`config.mk`:
```
export PLATFORM = sky130hd
export DESIGN_NAME = solomon_video_timing_flat
export DESIGN_NICKNAME = d
export VERILOG_FILES = /design/src/rtl/solomon_video_timing_if.sv /design/src/rtl/solomon_video_timing.sv /design/src/flat_wrapper.sv
export SDC_FILE = /design/constraint.sdc
export NUM_CORES = 1
export LEC_CHECK = 0
export ABC_AREA = 1
export ABC_CLOCK_PERIOD_IN_PS = 1700
export BUFFER_PORTS_ARGS = -buffer_cell sky130_fd_sc_hd__clkbuf_2
export CAP_MARGIN = 20
export CORE_UTILIZATION = 35
export CTS_BUF_LIST = sky130_fd_sc_hd__clkbuf_4 sky130_fd_sc_hd__clkbuf_8 sky130_fd_sc_hd__clkbuf_16
export DETAILED_ROUTE_END_ITERATION = 16
export SYNTH_ARGS = -nofsm -noshare
export SYNTH_HDL_FRONTEND = slang
export SYNTH_SLANG_ARGS = --single-unit
```
`constraint.sdc`:
```
create_clock -name VCLKx4 -period 1.7 [get_ports VCLKx4]
set_input_delay 0.255 -clock VCLKx4 [delete_from_list [all_inputs] [get_ports VCLKx4]]
set_output_delay 0.255 -clock VCLKx4 [all_outputs]
set_load 0.02 [all_outputs]
```
`src/rtl/solomon_video_timing_if.sv`:
```
// Raster interface between the Solomon's Key timing source (master) and its consumers (slave).
// HOFS/VOFS exist only when SOLOMON_VTG_ADJ_EN is defined.
interface solomon_video_timing_if;
    // No handshake: PCE qualifies the cycle on which PHi/PVi and the decoded
    // outputs hold a new pixel. Consumers sample them on PCE cycles, never stall.
    logic       PCE;
    logic       PCEx2;
    logic [8:0] PHi;
    logic [8:0] PVi;
    logic       HSYNC;
    logic       VSYNC;
    logic       HBLANK;
    logic       VBLANK;
    logic       FSTART;
`ifdef SOLOMON_VTG_ADJ_EN
    logic [3:0] HOFS;
    logic [2:0] VOFS;

    modport master (
        output PCE, PCEx2, PHi, PVi, HSYNC, VSYNC, HBLANK, VBLANK, FSTART,
        input  HOFS, VOFS
    );
    modport slave (
        input  PCE, PCEx2, PHi, PVi, HSYNC, VSYNC, HBLANK, VBLANK, FSTART,
        output HOFS, VOFS
    );
`else
    modport master (
        output PCE, PCEx2, PHi, PVi, HSYNC, VSYNC, HBLANK, VBLANK, FSTART
    );
    modport slave (
        input  PCE, PCEx2, PHi, PVi, HSYNC, VSYNC, HBLANK, VBLANK, FSTART
    );
`endif
endinterface

```
`src/rtl/solomon_video_timing.sv`:
```
// Solomon's Key master video timing: pixel enables, PHi/PVi raster counters, sync/blank, frame strobe.
// Optional SOLOMON_VTG_ADJ_EN adds HOFS/VOFS sync shifts latched once per frame.
module solomon_video_timing #(
    parameter int H_TOTAL   = 384,
    parameter int H_VISIBLE = 256,
    parameter int HS_START  = 304,
    parameter int HS_END    = 336,
    parameter int V_TOTAL   = 264,
    parameter int V_VISIBLE = 224,
    parameter int VS_START  = 240,
    parameter int VS_END    = 243
) (
    input logic                    VCLKx4,
    input logic                    RSTn,
    solomon_video_timing_if.master vt
);
    localparam logic [8:0] H_LAST = 9'(H_TOTAL - 1);
    localparam logic [8:0] V_LAST = 9'(V_TOTAL - 1);
    localparam logic [8:0] H_VIS  = 9'(H_VISIBLE);
    localparam logic [8:0] V_VIS  = 9'(V_VISIBLE);
    localparam logic [8:0] HS_LO  = 9'(HS_START);
    localparam logic [8:0] HS_HI  = 9'(HS_END);
    localparam logic [8:0] VS_LO  = 9'(VS_START);
    localparam logic [8:0] VS_HI  = 9'(VS_END);

    logic [1:0] div;
    logic       pce;
    logic       pcex2;
    logic       fstart;
    logic [8:0] phi;
    logic [8:0] pvi;
    logic [8:0] phi_n;
    logic [8:0] pvi_n;
    logic       hsync;
    logic       vsync;
    logic       hblank;
    logic       vblank;
    logic       line_wrap;
    logic       frame_wrap;
    logic [8:0] h_ofs;
    logic [8:0] v_ofs;
    logic [8:0] hs_lo;
    logic [8:0] hs_hi;
    logic [8:0] vs_lo;
    logic [8:0] vs_hi;

    always_comb begin
        line_wrap  = pce && (phi == H_LAST);
        frame_wrap = line_wrap && (pvi == V_LAST);
        phi_n      = phi;
        pvi_n      = pvi;
        if (line_wrap) begin
            phi_n = '0;
            pvi_n = (pvi == V_LAST) ? '0 : pvi + 9'd1;
        end else if (pce) begin
            phi_n = phi + 9'd1;
        end
    end

`ifdef SOLOMON_VTG_ADJ_EN
    logic [3:0] hofs_q;
    logic [2:0] vofs_q;

    always_ff @(posedge VCLKx4 or negedge RSTn) begin
        if (!RSTn) begin
            hofs_q <= '0;
            vofs_q <= '0;
        end else if (frame_wrap) begin
            hofs_q <= vt.HOFS;
            vofs_q <= vt.VOFS;
        end
    end

    // On the wrap edge the incoming offsets already govern line 0 of the new frame.
    always_comb begin
        if (frame_wrap) begin
            h_ofs = {{5{vt.HOFS[3]}}, vt.HOFS};
            v_ofs = {{6{vt.VOFS[2]}}, vt.VOFS};
        end else begin
            h_ofs = {{5{hofs_q[3]}}, hofs_q};
            v_ofs = {{6{vofs_q[2]}}, vofs_q};
        end
    end
`else
    assign h_ofs = '0;
    assign v_ofs = '0;
`endif

    // 9-bit wrap-around add makes a negative offset a plain subtraction.
    assign hs_lo = HS_LO + h_ofs;
    assign hs_hi = HS_HI + h_ofs;
    assign vs_lo = VS_LO + v_ofs;
    assign vs_hi = VS_HI + v_ofs;

    always_ff @(posedge VCLKx4 or negedge RSTn) begin
        if (!RSTn) begin
            div    <= '0;
            pce    <= 1'b0;
            pcex2  <= 1'b0;
            fstart <= 1'b0;
            phi    <= '0;
            pvi    <= '0;
            hsync  <= 1'b1;
            vsync  <= 1'b1;
            hblank <= 1'b0;
            vblank <= 1'b0;
        end else begin
            div    <= div + 2'd1;
            pce    <= (div == 2'd3);
            pcex2  <= div[0];
            fstart <= frame_wrap;
            phi    <= phi_n;
            pvi    <= pvi_n;
            // Decode from the next-state counters so outputs move with PHi/PVi.
            if (pce) begin
                hsync  <= !((phi_n >= hs_lo) && (phi_n < hs_hi));
                vsync  <= !((pvi_n >= vs_lo) && (pvi_n < vs_hi));
                hblank <= (phi_n >= H_VIS);
                vblank <= (pvi_n >= V_VIS);
            end
        end
    end

    assign vt.PCE    = pce;
    assign vt.PCEx2  = pcex2;
    assign vt.PHi    = phi;
    assign vt.PVi    = pvi;
    assign vt.HSYNC  = hsync;
    assign vt.VSYNC  = vsync;
    assign vt.HBLANK = hblank;
    assign vt.VBLANK = vblank;
    assign vt.FSTART = fstart;
endmodule
```
`src/flat_wrapper.sv`:
```
// flat-port wrapper written by rule: the top's interface ports become plain ports
module solomon_video_timing_flat 
#(
    parameter int H_TOTAL   = 384,
    parameter int H_VISIBLE = 256,
    parameter int HS_START  = 304,
    parameter int HS_END    = 336,
    parameter int V_TOTAL   = 264,
    parameter int V_VISIBLE = 224,
    parameter int VS_START  = 240,
    parameter int VS_END    = 243
)
  (VCLKx4, RSTn, vt_PCE, vt_PCEx2, vt_PHi, vt_PVi, vt_HSYNC, vt_VSYNC, vt_HBLANK, vt_VBLANK, vt_FSTART);
  solomon_video_timing_if vt_i ();
  input logic VCLKx4;
  input logic RSTn;
  output wire logic [$bits(vt_i.PCE)-1:0] vt_PCE;
  output wire logic [$bits(vt_i.PCEx2)-1:0] vt_PCEx2;
  output wire logic [$bits(vt_i.PHi)-1:0] vt_PHi;
  output wire logic [$bits(vt_i.PVi)-1:0] vt_PVi;
  output wire logic [$bits(vt_i.HSYNC)-1:0] vt_HSYNC;
  output wire logic [$bits(vt_i.VSYNC)-1:0] vt_VSYNC;
  output wire logic [$bits(vt_i.HBLANK)-1:0] vt_HBLANK;
  output wire logic [$bits(vt_i.VBLANK)-1:0] vt_VBLANK;
  output wire logic [$bits(vt_i.FSTART)-1:0] vt_FSTART;
  assign vt_PCE = vt_i.PCE;
  assign vt_PCEx2 = vt_i.PCEx2;
  assign vt_PHi = vt_i.PHi;
  assign vt_PVi = vt_i.PVi;
  assign vt_HSYNC = vt_i.HSYNC;
  assign vt_VSYNC = vt_i.VSYNC;
  assign vt_HBLANK = vt_i.HBLANK;
  assign vt_VBLANK = vt_i.VBLANK;
  assign vt_FSTART = vt_i.FSTART;
  solomon_video_timing #(.H_TOTAL(H_TOTAL), .H_VISIBLE(H_VISIBLE), .HS_START(HS_START), .HS_END(HS_END), .V_TOTAL(V_TOTAL), .V_VISIBLE(V_VISIBLE), .VS_START(VS_START), .VS_END(VS_END)) u_core (.VCLKx4(VCLKx4), .RSTn(RSTn), .vt(vt_i));
endmodule
```
==> metrics.txt, run 1 <==
vias per cell=between 4 and 5; total CTS buffers=3; Power Dens Cells=541 mW/mm2; FF+latch count, synth=27; Pre-antenna DRT Iters=4; I/O Pins=27; H-Tree Level Count=1; gr ovfl total=0; critical path arrival=approximately 1900 ps; Initial Util=between 30% and 40%; port bufs=26; Leakage Power=between 0.9 and 1 nW; clk root buf=clkbuf_8; initial DRC count=57; setup_tns=0 ps; via count=about 1,300; CTS tree=built; Avg Synthesized Cell Area=about 8 um2; post-synth top area cell=dfrtp_1; synthesized cell area=0.00149 mm2; maximum number of pins on one net before global-route repair=28; critical path fanouts, max=7; Crit. End Element=flip-flop; CTS clock-pin slew for the worst setup and hold paths=roughly 90 ps; Die X=between 60 and 70 um; Post-Layout Cell Count=approximately 280; dpl cells=271; status=finished clean; Seq/Total Area, Yosys=a little under half; latest clock arrival within the worst-skew pair=approximately 270 ps; distinct cell type count after synthesis=29; Final period util=between 90 and 100%; Cell Rows=23; cell count after synthesis=around 190; synth top area cells=dfrtp_1, nand2_1, inv_1, nor2_1, nand3_1; RD Place Congestion=between 0.8 and 0.9; first-pass GRT wire length=approximately 5.2 mm; DP HPWL=2.39 mm; Req. time, crit path=1910 ps; core footprint=0.00403 mm2; gr usage total=between 10% and 20%; unrepaired setup endpoints after global routing=true; layout cell share with drive strength beyond 1=a little under two fifths; DRC=0; initial antenna violation count=0; Worst setup SP type=flip-flop; total wire length=~3.3 mm; Fin. Hold Viols=0; Clock Skew=roughly 2.1 ps; Die ar.=between 0.004 and 0.005 mm2; number of routed nets with antenna violations=0; vias in the first global route=about 1,100; Relative slew margins=a little under three fifths; synth warn=0; post-synth top area share=a little over two fifths; Crit Path Class=flip-flop to flip-flop; Max Freq=0.589 GHz; Tmin final=1700 ps; Post-layout nets=roughly 240; ant diodes=0; Die Span Y=67.2 um; worst min-delay path class=primary input to async pin; syn_nets=around 190; actual slew at the worst max-slew pin=673 ps; peak supply drop=about 0.00030 V; CTS Buffer Depth=2; Final setup violation count=0; clk sinks=27; WL/cell=between 10 and 15 um; Final Max Slew Viols=0; max-cap violation count=0; Synth-to-Final Area Change=28.9%
-- cell usage after synthesis --
| master | number |
|---|---|
| nor3_1 | 2 |
| nand3_4 | 1 |
| nor4_1 | 1 |
| ha_1 | 3 |
| inv_2 | 2 |
| nor2_1 | 21 |
| o21ai_1 | 2 |
| a21oi_2 | 2 |
| or2_2 | 2 |
| nand4_2 | 1 |
| a21oi_1 | 5 |
| xnor2_1 | 2 |
| dfstp_2 | 2 |
| nand3_1 | 12 |
| nand2_2 | 2 |
| o21ai_0 | 8 |
| clkinv_2 | 1 |
| o21ai_4 | 1 |
| nand3_2 | 1 |
| inv_1 | 27 |
| nand4_1 | 2 |
| o21ai_2 | 1 |
| buf_6 | 2 |
| a21oi_4 | 1 |
| dfrtp_1 | 25 |
| nor2_4 | 2 |
| nand2_1 | 49 |
| nor3b_2 | 1 |
| nor2_2 | 5 |
-- worst paths after layout --
check	cells after the start	from	slack [ps]	to
worst max-delay path	12	u_core.vt.PHi[1]$_DFF_PN0_	3	u_core.vt.VSYNC$_DFFE_PN1P_
worst min-delay path	1	RSTn	4	u_core.vt.PVi[2]$_DFF_PN0_
worst max register to register	12	u_core.vt.PHi[1]$_DFF_PN0_	3	u_core.vt.VSYNC$_DFFE_PN1P_
worst min register to register	0	u_core.div[0]$_DFF_PN0_	430	u_core.vt.PCEx2$_DFF_PN0_
max in group asynchronous	1	RSTn	1220	u_core.vt.PCE$_DFF_PN0_
min in group VCLKx4	0	u_core.div[0]$_DFF_PN0_	430	u_core.vt.PCEx2$_DFF_PN0_
-- metrics by stage --
stage	util (%)	hold slack (ps)	instance area (um2)	power, W	worst slack (ps)
after floorplan	-	-40.6	1490	0.000655	38.0
after global placement	43.2	327	1740	0.000669	46.5
after detailed placement	43.2	332	1740	0.000669	20.9
after CTS	44.4	35.0	1790	0.00106	2.81
after global routing	47.5	54.6	1920	0.00108	-151
final	47.5	4.29	1920	0.00104	3.45
-- metal layers --
| layer | GRT usage [%] | part of all wire [%] | wire [um] | vias up |
|---|---|---|---|---|
| met5 | 0 | 0 | 0 | - |
| met4 | 4.52 | 1.1 | 35 | 0 |
| met3 | 2.70 | 2.9 | 96 | 4 |
| met2 | 22.8 | 46 | 1520 | 20 |
| met1 | 22.2 | 50 | 1670 | 597 |
| li1 | - | - | - | 674 |
-- critical path, stage by stage, from the launching register on --
cell      delay (ps)
dfrtp_1          370
ha_2             210
nand2_4           60
nor2_4           180
nand3_4          150
clkinv_4         110
nand2_1           60
o21ai_0          100
inv_1             80
nand2_1           90
nand3_2           70
nor2_1           100
nor2_1            50
-- report_power, final --
group	switching (W)	internal (W)	total, W
Sequential	0	0.000642	0.000642
Combinational	0.0000120	0.000000780	0.0000128
Clock	0.000198	0.000184	0.000381
Total	0.000210	0.000826	0.00104
-- cell type report --
type	count	area (um2)
tap	50	62.6
multi-input combinational	127	736
fill	393	2110
inverter	30	118
timing repair buffer	43	270
sequential	27	681
clock buffer	4	48.8
-- cell families after synthesis --
kind of cell	Yosys count	share of synthesized area (%)
AOI/OAI and AO/OA	20	9.01
xor gates and xnor gates	2	1.18
adders and majority gates	3	2.53
buffers and inverters	32	9.18
DFF	27	45.6
and+or+nand+nor	102	32.5
-- placed cells by master (no fill, tap or decap), drive strengths merged --
cell type      n
a21oi          8
buf           16
clkbuf        30
clkinv         1
dfrtp         25
dfstp          2
dlymetal6s2s   1
ha             3
inv           29
nand2         51
nand3         14
nand4          3
nor2          28
nor3           2
nor3b          1
nor4           1
o21ai         12
or2            2
xnor2          2
-- timing repair --
item,in CTS,in global routing
hold buffers,0,0
buffers inserted,0,6
setup endpoints to repair,0,3
gates resized for setup,0,26
Power figures use the tool's default switching activity.
==> run 2: changes to the inputs <==
--- a/config.mk
+++ b/config.mk
@@ -5,8 +5,7 @@
 export SDC_FILE = /design/constraint.sdc
 export NUM_CORES = 1
 export LEC_CHECK = 0
-export ABC_AREA = 1
-export ABC_CLOCK_PERIOD_IN_PS = 1700
+export ABC_CLOCK_PERIOD_IN_PS = 1600
 export BUFFER_PORTS_ARGS = -buffer_cell sky130_fd_sc_hd__clkbuf_2
 export CAP_MARGIN = 20
 export CORE_UTILIZATION = 35
==> constraint.sdc (replaced) <==
create_clock -name VCLKx4 -period 1.6 [get_ports VCLKx4]
set_input_delay 0.24 -clock VCLKx4 [delete_from_list [all_inputs] [get_ports VCLKx4]]
set_output_delay 0.24 -clock VCLKx4 [all_outputs]
set_load 0.02 [all_outputs]
==> run 2 against run 1 <==
- the run now ends with negative setup slack left
- register-to-register slack worse by 190 ps
- non-clock buffer count up 28
- highest routed layer unchanged
- largest power group unchanged
- combinational power up 17%
- critical path depth down 7
- count of clock-buffer cells in the layout down 1
- clock skew up 4.9 ps
- synthesized cell count down 31%
- utilization up 7.6 points
- critical endpoint is now u_core.vt.VBLANK$_DFFE_PN0P_
- worst hold slack better by 420 ps
- flip-flop and latch count unchanged
==> metrics.txt, run 2 <==
status=finished with violations; failing checks=negative setup slack; Final Max Slew Viols=0 (unchanged); combinational share of power=1.4% (+0.2 points); clk root buf=clkbuf_8; critical path fanouts, max=4 (-3); RD Place Congestion=0.896 (+0.40%); Relative slew margins=57.0% (+1.8 points); unrepaired setup endpoints after global routing=true; Reg-to-Reg Start=u_core.vt.PVi[5]$_DFF_PN0_; gr ovfl total=0 (unchanged); Hold Startpoint=u_core.div[0]$_DFF_PN0_; synth top area cells=dfrtp_1, xnor2_1, dfstp_2, nor2_1, nand2_1; Post-synth EDFFs=0 (unchanged); DP HPWL=2.59 mm (+8.4%); total CTS buffers=3 (unchanged); r2r setup slk=-190 ps (-190 ps); max-cap violation count=0 (unchanged); number of routed nets with antenna violations=0 (unchanged); Hold EP=u_core.vt.PCEx2$_DFF_PN0_; critical path arrival=1960 ps (+50 ps); Die Span Y=64.2 um (-4.4%); Post-synth top flop=dfrtp_1; Worst setup SP type=flip-flop; CTS Buffer Depth=2 (unchanged); most frequent cells in the layout=buf_4, clkbuf_2, nor2_1, dfrtp_1, dfrtp_2; worst min-delay path class=flip-flop to flip-flop; H-Tree Level Count=1 (unchanged); maximum number of pins on one net before global-route repair=28 (unchanged); Crit. End Element=flip-flop; Final Power=0.00110 W (+5.9%); layout cell share with drive strength beyond 1=55.8% (+19 points); Reg power frac=62.1% (about the same); vias in the first global route=1,247 (+11%); total wire length=3.38 mm (+1.8%); port bufs=26 (unchanged); core footprint=0.00369 mm2 (-8.4%); post-synth top area share=46.2% (+4.1 points); Final setup violation count=4 (+4); R2R depth=5 (-7); synth warn=0 (unchanged); grt met3 use=3.93% (+1.2 points); Seq/Total Area, Yosys=50.0% (+4.4 points); Post-layout nets=205 (-14%); XOR/XNOR Fraction of Synth Area=7.11% (+5.9 points); met2 GRT Util=30.3% (+7.6 points); fillcell total=338 (-14%); first-pass GRT wire length=5.80 mm (+12%); Cell Rows=22 (-4.3%); Fin. Hold Viols=0 (unchanged); WL/cell=13.7 um (+16%); Switching Share=21.0% (+0.76 points); Clock Skew=6.94 ps (+4.88 ps); I/O Pins=27 (unchanged); adder-cell share of the synthesized area=2.77% (+0.24 points); Sw Pwr=0.000231 W (+9.9%); Req. time, crit path=1770 ps (-140 ps); cell family with most CP delay=simple AND/OR/NAND/NOR gates; largest family of logic cells by synthesized area=simple AND/OR/NAND/NOR gates; via count=1,202 (-7.2%); crit-path cells=or4_4, or2_4, a21oi_4, nor4b_2, o31a_1; gr usage total=18.1% (+2.9 points); Post-synth ARST share=100% (unchanged); WHS Path Cells=0; synthesized cell area=0.00136 mm2 (-8.8%); CTS tree=built; peak supply drop=0.000659 V (+120%); post-synth top area cell=dfrtp_1; Die ar.=0.00412 mm2 (-8.6%); FF-to-FF End=u_core.vt.VBLANK$_DFFE_PN0P_; initial DRC count=32 (-44%); Top Usage Layer GRT=met2; Max Freq=0.559 GHz (-5.1%); Pre-antenna DRT Iters=4 (unchanged); Tmin final=1790 ps (+90.9 ps); compound-gate portion of the synthesized area=11.0% (+2.0 points); commonest non-fill, non-tap cell in the layout=buf_4; Leakage Power=0.985 nW (+2.9%); cell count after synthesis=129 (-31%); Die X=64.2 um (-4.4%); actual slew at the worst max-slew pin=645 ps (-27.7 ps); Power Dens Cells=539 mW/mm2 (-0.33%); Synth top cells by count=dfrtp_1, nor2_1, nand2_1; crit path from=u_core.vt.PVi[5]$_DFF_PN0_; vias per cell=4.87 (+5.6%); Crit Path Class=flip-flop to flip-flop; CTS clock-pin slew for the worst setup and hold paths=100 ps (about the same); DRC=0 (unchanged); Synth-to-Final Area Change=50.2%; latest clock arrival within the worst-skew pair=270 ps (about the same); clock share of power=36.5% (-0.3 points); crit-path max cell delay=540 ps (+170 ps); initial antenna violation count=0 (unchanged); most common cell in the synthesized netlist=dfrtp_1; Avg Synthesized Cell Area=10.5 um2 (+31%); Setup WS pre-CTS=-197 ps (-218 ps); Buf/Inv on CP=0 (-2); FF+latch count, synth=27 (unchanged); critical path's slowest cell=or4_4; syn_nets=134 (-30%); distinct cell type count after synthesis=45 (+55%); Initial Util=36.7% (-0.16 points); post-synthesis simple-gate area fraction=24.1% (-8.4 points); Pint=0.000867 W (+4.9%); met1 Usage GRT=23.8% (+1.6 points); PnR worst setup slack=-187 ps (-191 ps); worst hold slack=420 ps (+415 ps); post-synthesis mux area share=1.48% (+1.5 points); clk sinks=27 (unchanged); ant diodes=0 (unchanged); Final period util=112% (+12 points)
[run 2: worst max path at each step]
stage          slack [ps]  cells after the start                           end
6_report             -190                      5  u_core.vt.VBLANK$_DFFE_PN0P_
5_1_grt              -240                      5  u_core.vt.VBLANK$_DFFE_PN0P_
2_1_floorplan        -220                      5  u_core.vt.VBLANK$_DFFE_PN0P_
3_5_place_dp         -200                      6  u_core.vt.VBLANK$_DFFE_PN0P_
4_1_cts              -190                      5  u_core.vt.VBLANK$_DFFE_PN0P_
3_3_place_gp         -210                      6  u_core.vt.VBLANK$_DFFE_PN0P_
[run 2: final cells by class]
type                            count  area, um2  share of cell area (%)
Clock inverter                      1       8.76                   0.430
Tap cell                           48       60.1                    2.95
Timing Repair Buffer               71        474                    23.3
Clock buffer                        3       41.3                    2.03
Multi-Input combinational cell     93        744                    36.6
Sequential cell                    27        692                    34.0
Inverter                            4       15.0                   0.738
[run 2: kinds of logic after synthesis]
family	Yosys count
and+or+nand+nor	57
xor gates and xnor gates	11
buffers and inverters	9
DFF	27
adders and majority gates	3
AOI/OAI and AO/OA	20
muxes	2
[run 2: per-stage QoR]
| stage | TNS [ps] | instance area [um2] | std cells | util, % |
|---|---|---|---|---|
| 3_5_place_dp | -624 | 1850 | 238 | 50.3 |
| 2_1_floorplan | -464 | 1400 | 129 | - |
| 4_1_cts | -623 | 1960 | 245 | 53.1 |
| 5_1_grt | -947 | 2040 | 247 | 55.2 |
| 3_3_place_gp | -567 | 1850 | 238 | 50.3 |
| 6_report | -581 | 2040 | 247 | 55.2 |
[run 2: per-layer routing]
layer  vias up  part of all wire, %  routed length, um
met1       585                   46               1560
met2        14                   50               1680
li1        601                    -                  -
met5         -                    0                  0
met3         2                  3.3                111
met4         0                 0.68                 23
[run 2: what timing repair did]
item                                    in CTS  in global routing
resized for setup                            6                 13
endpoints found under the setup margin       7                  8
hold endpoints to repair                    15                  0
hold buffers                                 1                  0
pin swaps                                    5                  8
buffers inserted                             2                  2
[run 2: power by group through the flow]
stage	combinational (W)	clock (W)	sequential, W
finish	0.0000150	0.000401	0.000682
global placement	0.0000143	0	0.000695
detailed placement	0.0000145	0	0.000695
CTS	0.0000163	0.000418	0.000682
floorplan	0.000000000267	0	0.000695
global route	0.0000188	0.000434	0.000682
==> run 3: changes to the inputs <==
--- a/config.mk
+++ b/config.mk
@@ -9,8 +9,9 @@
 export BUFFER_PORTS_ARGS = -buffer_cell sky130_fd_sc_hd__clkbuf_2
 export CAP_MARGIN = 20
 export CORE_UTILIZATION = 35
-export CTS_BUF_LIST = sky130_fd_sc_hd__clkbuf_4 sky130_fd_sc_hd__clkbuf_8 sky130_fd_sc_hd__clkbuf_16
+export CTS_BUF_LIST = sky130_fd_sc_hd__clkbuf_4 sky130_fd_sc_hd__clkbuf_8
 export DETAILED_ROUTE_END_ITERATION = 16
 export SYNTH_ARGS = -nofsm -noshare
 export SYNTH_HDL_FRONTEND = slang
 export SYNTH_SLANG_ARGS = --single-unit
+export TNS_END_PERCENT = 30
==> run 3 against run 2 <==
- the run still ends with negative setup slack left
- utilization is 0.31 points lower
- largest cell class unchanged
- non-clock buffer count decreased by 1
- register-to-register slack hardly changed
- first-iteration DRC count unchanged
- critical path depth unchanged
==> metrics.txt, run 3 (same netlist as run 2, synthesis figures left out) <==
initial antenna violation count=0 (unchanged); number of routed nets with antenna violations=0 (unchanged); post-route cell area=0.00202 mm2 (-0.55%); combinational share of power=1.4% (about the same); CTS Buffer Depth=2 (unchanged); most frequent cells in the layout=buf_4, clkbuf_2, nor2_1, dfrtp_1, dfrtp_2; I/O Pins=27 (unchanged); CTS clock-pin slew for the worst setup and hold paths=100 ps (about the same); Crit. End Element=flip-flop; clk sinks=27 (unchanged); Post-Layout Cell Count=246 (-0.40%); clk root buf=clkbuf_8; vias per cell=4.89 (+0.57%); Synth-to-Final Area Change=49.4%; critical path fanouts, max=4 (unchanged); max-cap violation count=0 (unchanged); Clock Skew=4.81 ps (-2.13 ps); Pint=0.000867 W (about the same); Die Span Y=64.2 um (unchanged); maximum number of pins on one net before global-route repair=28 (unchanged); RD Place Congestion=0.896 (unchanged); H-Tree Level Count=1 (unchanged); clock share of power=36.6% (about the same); Max Freq=0.559 GHz (-0.12%); Sw Pwr=0.000233 W (+1.0%); worst min-delay path class=flip-flop to flip-flop; Pre-antenna DRT Iters=4 (unchanged); unrepaired setup endpoints after global routing=true; total CTS buffers=3 (unchanged); PnR worst setup slack=-190 ps (-2.19 ps); commonest non-fill, non-tap cell in the layout=buf_4; layout cell share with drive strength beyond 1=55.6% (-0.22 points); placed instance area=0.00185 mm2 (unchanged); core footprint=0.00369 mm2 (unchanged); DP HPWL=2.59 mm (unchanged); Fin. Hold Viols=0 (unchanged); status=finished with violations; WL/cell=13.6 um (-0.46%); Switching Share=21.2% (+0.16 points); Die ar.=0.00412 mm2 (unchanged); CTS tree=built; ant diodes=0 (unchanged); initial DRC count=32 (unchanged); vias in the first global route=1,206 (-3.3%); Final period util=112% (+0.14 points); Die X=64.2 um (unchanged); setup_tns=-579 ps (+2.01 ps); Relative slew margins=57.2% (+0.18 points); Worst setup SP type=flip-flop; Final Max Slew Viols=0 (unchanged); WHS Path Cells=0 (unchanged); Leakage Power=0.978 nW (-0.76%); gr ovfl total=0 (unchanged); Power Dens Cells=543 mW/mm2 (+0.77%); gr usage total=17.8% (-0.38 points); latest clock arrival within the worst-skew pair=270 ps (about the same); Tmin final=1790 ps (+2.19 ps); dpl cells=238 (unchanged); R2R depth=5 (unchanged); peak supply drop=0.000660 V (about the same); Post-layout nets=204 (-0.49%); Req. time, crit path=1770 ps (about the same); failing checks=negative setup slack; critical path arrival=1960 ps (about the same); Reg power frac=62.0% (about the same); via count=1,204 (+0.17%); total wire length=3.35 mm (-0.86%); DRC=0 (unchanged); Initial Util=36.7% (unchanged); Final setup violation count=4 (unchanged); port bufs=26 (unchanged); actual slew at the worst max-slew pin=642 ps (-2.69 ps); first-pass GRT wire length=5.67 mm (-2.2%); Cell Rows=22 (unchanged); Crit Path Class=flip-flop to flip-flop
-- run 3: cell count changes in the layout (fill, tap and decap cells not counted), sizes merged --
cell / delta
buf: -1
-- run 3: layout make-up --
type / count / area (um2)
Timing Repair Buffer: 70 / 463
Multi-Input combinational cell: 93 / 744
Inverter: 4 / 15.0
Tap cell: 48 / 60.1
Clock buffer: 3 / 41.3
Sequential cell: 27 / 692
Clock inverter: 1 / 8.76
Fill cell: 342 / 1660
-- run 3: per-stage QoR --
stage | power [W] | setup slack, ps | hold WS [ps] | util (%)
2_1_floorplan | 0.000695 | -221 | -55.6 | -
3_5_place_dp | 0.000710 | -197 | 303 | 50.3
3_3_place_gp | 0.000710 | -212 | 297 | 50.3
6_report | 0.00110 | -190 | 419 | 54.9
4_1_cts | 0.00112 | -191 | 426 | 52.1
5_1_grt | 0.00113 | -241 | 434 | 54.9
-- run 3: per-layer routing --
| layer | vias to the layer above | routed length (um) | GRT usage, % |
|---|---|---|---|
| li1 | 599 | - | - |
| met1 | 588 | 1560 | 23.4 |
| met4 | 0 | 23 | 3.33 |
| met5 | - | 0 | 0 |
| met3 | 2 | 100 | 3.93 |
| met2 | 15 | 1660 | 30.1 |
-- run 3: power groups by stage --
stage	logic, W	clock network, W	registers (W)
after global placement	0.0000143	0	0.000695
after detailed placement	0.0000145	0	0.000695
after global routing	0.0000188	0.000434	0.000682
after CTS	0.0000163	0.000418	0.000682
after floorplan	0.000000000267	0	0.000695
final	0.0000149	0.000403	0.000682
-- run 3: worst paths after layout --
path | startpoint | to | slack [ps]
max in group asynchronous | RSTn | u_core.vt.PHi[5]$_DFF_PN0_ | 630
worst max-delay path | u_core.vt.PVi[5]$_DFF_PN0_ | u_core.vt.VBLANK$_DFFE_PN0P_ | -190
worst max register to register | u_core.vt.PVi[5]$_DFF_PN0_ | u_core.vt.VBLANK$_DFFE_PN0P_ | -190
worst min-delay path | u_core.div[0]$_DFF_PN0_ | u_core.vt.PCEx2$_DFF_PN0_ | 420
worst min register to register | u_core.div[0]$_DFF_PN0_ | u_core.vt.PCEx2$_DFF_PN0_ | 420
min in group asynchronous | RSTn | u_core.vt.PVi[2]$_DFF_PN0_ | 510
-- run 3: repair_timing --
item	CTS	global route
pin swaps	1	9
setup buffers	0	3
endpoints found under the hold margin	15	0
endpoints found under the setup margin	7	9
hold buffers	1	0
gates resized for setup	2	15
-- run 3: worst max-delay path, cell delays in order (launching register included) --
cell,delay [ps]
dfrtp_2,410
or4_4,540
or2_4,270
a21oi_4,150
nor4b_2,70
o31a_1,240
